$ cat src/rtl/br_pred_pht.sv
// br_pred_pht: pattern history table of saturating counters indexed by fetch PC.
// Combinational lookup (taken / strong / index used); one training update per
// cycle, landing on the next posedge. Define BR_PRED_PHT_GSHARE_EN to XOR a
// global history register into the lookup index (gshare); otherwise bimodal.
module br_pred_pht #(
  parameter  int PHT_DEPTH = 256,
  parameter  int CTR_WIDTH = 2,
  parameter  int RESET_CTR = 2**(CTR_WIDTH-1),
  parameter  int GHR_WIDTH = 8,
  localparam int IDX_W     = $clog2(PHT_DEPTH)
) (
  input  logic             clk,
  input  logic             rst,
  input  logic             pred_valid,
  input  logic [31:0]      pred_pc,
  output logic             pred_taken,
  output logic             pred_strong,
  output logic [IDX_W-1:0] pred_idx,
  input  logic             upd_valid,
  input  logic [IDX_W-1:0] upd_idx,
  input  logic             upd_taken
);

  localparam logic [CTR_WIDTH-1:0] CTR_MAX = '1;
  localparam logic [CTR_WIDTH-1:0] CTR_RST = CTR_WIDTH'(RESET_CTR);

  logic [CTR_WIDTH-1:0] ctr [PHT_DEPTH];
  logic [IDX_W-1:0]     hash;
  logic [IDX_W-1:0]     idx;
  logic [CTR_WIDTH-1:0] cur;
  logic [CTR_WIDTH-1:0] old;
  logic [CTR_WIDTH-1:0] nxt;
  logic                 act;

`ifdef BR_PRED_PHT_GSHARE_EN
  logic [GHR_WIDTH-1:0] ghr;

  // Non-speculative history: shift in each resolved outcome, oldest bit drops off
  always_ff @(posedge clk) begin
    if (rst)            ghr <= '0;
    else if (upd_valid) ghr <= GHR_WIDTH'({ghr, upd_taken});
  end

  assign hash = IDX_W'(ghr);
`else
  assign hash = '0;
`endif

  // Lookup: PC word index, optionally hashed with history; reads pre-update state
  always_comb begin
    idx         = pred_pc[IDX_W+1:2] ^ hash;
    cur         = ctr[idx];
    act         = pred_valid & ~rst;
    pred_idx    = pred_valid ? idx : '0;
    pred_taken  = act & cur[CTR_WIDTH-1];
    pred_strong = act & ((cur == '0) | (cur == CTR_MAX));
  end

  // Saturating step for the entry being trained; holds at either end
  always_comb begin
    old = ctr[upd_idx];
    nxt = old;
    if (upd_taken) begin
      if (old != CTR_MAX) nxt = old + CTR_WIDTH'(1);
    end else begin
      if (old != '0)      nxt = old - CTR_WIDTH'(1);
    end
  end

  // Table storage: single-cycle reset of every entry, otherwise one write per cycle
  always_ff @(posedge clk) begin
    if (rst) begin
      for (int i = 0; i < PHT_DEPTH; i++) ctr[i] <= CTR_RST;
    end else if (upd_valid) begin
      ctr[upd_idx] <= nxt;
    end
  end

  // PC bits outside the index field never affect the table
  logic unused_pc;
  assign unused_pc = ^{pred_pc[31:IDX_W+2], pred_pc[1:0]};

endmodule

$ cat config.mk
export PLATFORM = sky130hd
export DESIGN_NAME = br_pred_pht
export DESIGN_NICKNAME = d
export VERILOG_FILES = /design/src/rtl/br_pred_pht.sv
export SDC_FILE = /design/constraint.sdc
export NUM_CORES = 1
export LEC_CHECK = 0
export CAP_MARGIN = 5
export CORE_MARGIN = 10
export CORE_UTILIZATION = 45
export DETAILED_ROUTE_END_ITERATION = 12
export PLACE_DENSITY = 0.72
export SLEW_MARGIN = 20
export SYNTH_ARGS = -nofsm -noshare
export SYNTH_HDL_FRONTEND = slang
export SYNTH_SLANG_ARGS = --single-unit
export TNS_END_PERCENT = 1
$ cat constraint.sdc
create_clock -name clk -period 8.9 [get_ports clk]
set_clock_uncertainty 0.1 [all_clocks]
set_input_delay 1.78 -clock clk [delete_from_list [all_inputs] [get_ports clk]]
set_output_delay 1.78 -clock clk [all_outputs]
set_load 0.02 [all_outputs]
==> out/results.tsv <==
stage	metric	value	unit
status	status	completed	
die	core.rowCount	95	
sta	slew_headroom	12.59	%
critical_path	crit_path_start	pred_pc[3]	
cells_and_area	post-route-util	49.59	%
die	die_h	279.9	um
clock_tree	htreeDepth	2	
drt	routed_via_density	7.330	
cells_and_area	areaGrowthSynthToFinish	9.351	%
synth	synth-async-reset-ratio	0	%
synth	ys_dominant_reg_cell	edfxtp_1	
place	gp_congestion	1.035	
synth	synth_warnings	0	
critical_path	worst-setup-path-type	primary input to output port	
sta	setup-tns-final	0	ns
clock_tree	worst_setup_hold_path_clk_slew	0.06	ns
drt	ant_nets	0	
power_and_ir_drop	fin_total_pwr	5.906	mW
place	detailed_placer_s_ending_hpwl	69.26	mm
sta	worst_pin_slew	1.308	ns
grt	grt-ovfl-total	0	
critical_path	timing.reg2reg.setup_slack	4.59	ns
sta	finalCriticalPeriod	7.806	ns
synth	synthesis.area	0.03040	mm2
drt	drc	0	
cells_and_area	largest_registers	ctr x512	
drt	drt_first_pass_iters	6	
synth	synth.distinct_cells	71	
synth	share_of_yosys_cell_area_claimed_by_the_top_area_cell_type	50.58	%
sta	grt_setup_unrepaired	false	
clock_tree	cts_tree	yes	
clock_tree	tritoncts.num_buffers	55	
critical_path	path_max_fanout	45	
cells_and_area	largest_register_ffs	512	
die	dieArea	0.07835	mm2
critical_path	r2r_cells	8	
drt	via_count	23980	
critical_path	start_kind	primary input	
cells_and_area	most-common-layout-cells	edfxtp_1 (512), nand3_1 (229), nor3_1 (216)	
place	placement.io_buffers	30	
critical_path	worst_setup_path_end_kind	output port	
sta	maxSlewViolCount	0	
grt	first_pass_grt_wire_length	158.1	mm
grt	gr-usage-all-layers	27.22	%
synth	synth_area_leaders	edfxtp_1 (51%), mux4_2 (14%), mux2i_1 (4.8%)	
clock_tree	worstSkewPairLatency	0.64	ns
grt	grt_max_degree	79	
clock_tree	clockBufferDepth	3	
sta	timing.final.setup_violations	0	
critical_path	worst-endpoint-required	7.02	ns
cells_and_area	drive_gt1_share	19.54	%
grt	antenna_found_initial	3	
cells_and_area	mostFrequentLayoutCell	edfxtp_1	
critical_path	critical_path.endpoint	pred_strong	
drt	drt_first_iter_violations	4429	
clock_tree	hold_fix_buffers_cts	0	
die	starting_density_of_the_core	45.35	%
min_path	min-delay-path-class	flip-flop to flip-flop	
flow_run	cap_violations	0	
grt	grt_pass1_vias	23460	
sta	fmax	128.1	MHz
drt	post_drt_wl_per_cell	33.18	um
die	floorplan.die.width	279.9	um
critical_path	reg2reg_from	ctr[163][1]	
synth	postSynthAreaPerCell	12.31	um2
drt	finalWirelength	108.5	mm
clock_tree	post-cts-setup-buffer-count	0	
clock_tree	cts_root_buffer	clkbuf_16	
sta	final.period_utilization	87.71	%
clock_tree	number_of_resized_instances_in_the_post_cts_repair_step	0	
power_and_ir_drop	leakage_power	10.91	nW
synth	synth-edff-count	512	
synth	synthDominantAreaCellType	edfxtp_1	
die	floorplan.io_pins	55	
synth	syn_inst	2470	
cells_and_area	finalNetCount	2399	
cells_and_area	n_fill_cell	5778	
critical_path	worst-endpoint-arrival	5.93	ns
cells_and_area	top_register	ctr	
power_and_ir_drop	ir_worst_vdd	0.0001669	V
clock_tree	cts_num_sinks	512	
critical_path	r2r_end	ctr[144][0]	
power_and_ir_drop	power.density_cell_area	177.7	mW/mm2
synth	synth.net_count	2515	
synth	postSynthRegisterBits	512	
sta	timing_hold_violations_final	0	
synth	yosysSeqAreaShare	50.58	%
die	coreArea	0.06704	mm2
[worst max-delay path, cell delays in order]
cell             delay, ns
buf_4                 0.49
buf_12                0.36
mux4_2                0.35
a22o_1                0.25
a221oi_1              0.47
o21ai_0               0.15
a221o_1               0.38
a311oi_1              0.72
mux2_2                0.42
clkdlybuf4s50_1       0.54
[layer usage]
| layer | track usage [%] | up-vias | share of wire, % |
|---|---|---|---|
| li1 | - | 9474 | - |
| met1 | 34.40 | 11720 | 34 |
| met2 | 39.53 | 2248 | 43 |
| met3 | 9.219 | 534 | 16 |
| met4 | 17.49 | 2 | 7.6 |
| met5 | 0 | - | 0.014 |
[report_power, final]
part | switching (mW) | internal (mW) | leakage [nW]
Sequential | 0.0288 | 2.70 | 4.51
Combinational | 0.561 | 0.246 | 5.51
Clock | 0.998 | 1.37 | 0.894
[worst min-delay path by stage]
stage	startpoint	end	slack, ns	depth (start not counted)
5_1_grt	ctr[47][1]	ctr[66][0]	1.71	7
6_report	ctr[15][1]	ctr[56][0]	1.69	7
2_1_floorplan	ctr[104][1]	ctr[52][1]	1.17	9
4_1_cts	ctr[15][1]	ctr[138][0]	1.64	7
3_5_place_dp	ctr[200][1]	ctr[56][0]	1.63	8
3_3_place_gp	ctr[200][1]	ctr[136][0]	1.60	8
[metrics by stage]
step                      cells  instance area (um2)  worst slack, ns  hold slack, ns
after floorplan            2470                30400            2.260           1.172
after global placement     3168                31380            1.235           1.598
after global routing       3268                33230            1.050           1.711
after CTS                  3267                33220            1.266           1.638
after detailed placement   3169                31390            1.268           1.634
final                      3271                33240            1.094           1.691
[synth_stat cells, types with 5 or more instances]
master,n
a211oi_1,9
a21boi_0,5
a21o_1,173
a21oi_1,15
a221oi_1,17
a22o_1,12
a22oi_1,62
and2_1,13
buf_1,18
buf_2,47
buf_4,30
buf_6,11
clkbuf_1,201
edfxtp_1,512
inv_1,5
mux2_2,16
mux2i_1,145
mux4_2,190
nand2_1,102
nand2b_1,65
nand3_1,229
nand4_1,5
nor2_1,103
nor2b_1,16
nor3_1,228
nor3_2,11
nor4_1,8
o211ai_1,9
o21ai_0,28
o21bai_1,74
o221ai_1,11
o22ai_1,14
or2_2,12
[final cells by class]
| cell class | instances | area, um2 | area share (%) |
|---|---|---|---|
| Sequential cell | 512 | 15370 | 46.25 |
| Clock buffer | 59 | 1413 | 4.249 |
| Antenna cell | 3 | 7.507 | 0.02258 |
| Multi-Input combinational cell | 1640 | 13710 | 41.24 |
| Tap cell | 873 | 1092 | 3.286 |
| Inverter | 8 | 30.03 | 0.09033 |
| Timing Repair Buffer | 137 | 1201 | 3.613 |
| Clock inverter | 39 | 414.1 | 1.246 |
[cell families after synthesis]
kind of cell | count (synthesis) | synth area share [%]
AO/OA/AOI/OAI | 468 | 11.43
AND/OR/NAND/NOR | 819 | 13.60
buffers and inverters | 318 | 4.873
multiplexers | 351 | 19.44
adder cells (fa/ha/maj) | 2 | 0.07408
flip-flops | 512 | 50.58
Power figures use the tool's default switching activity.
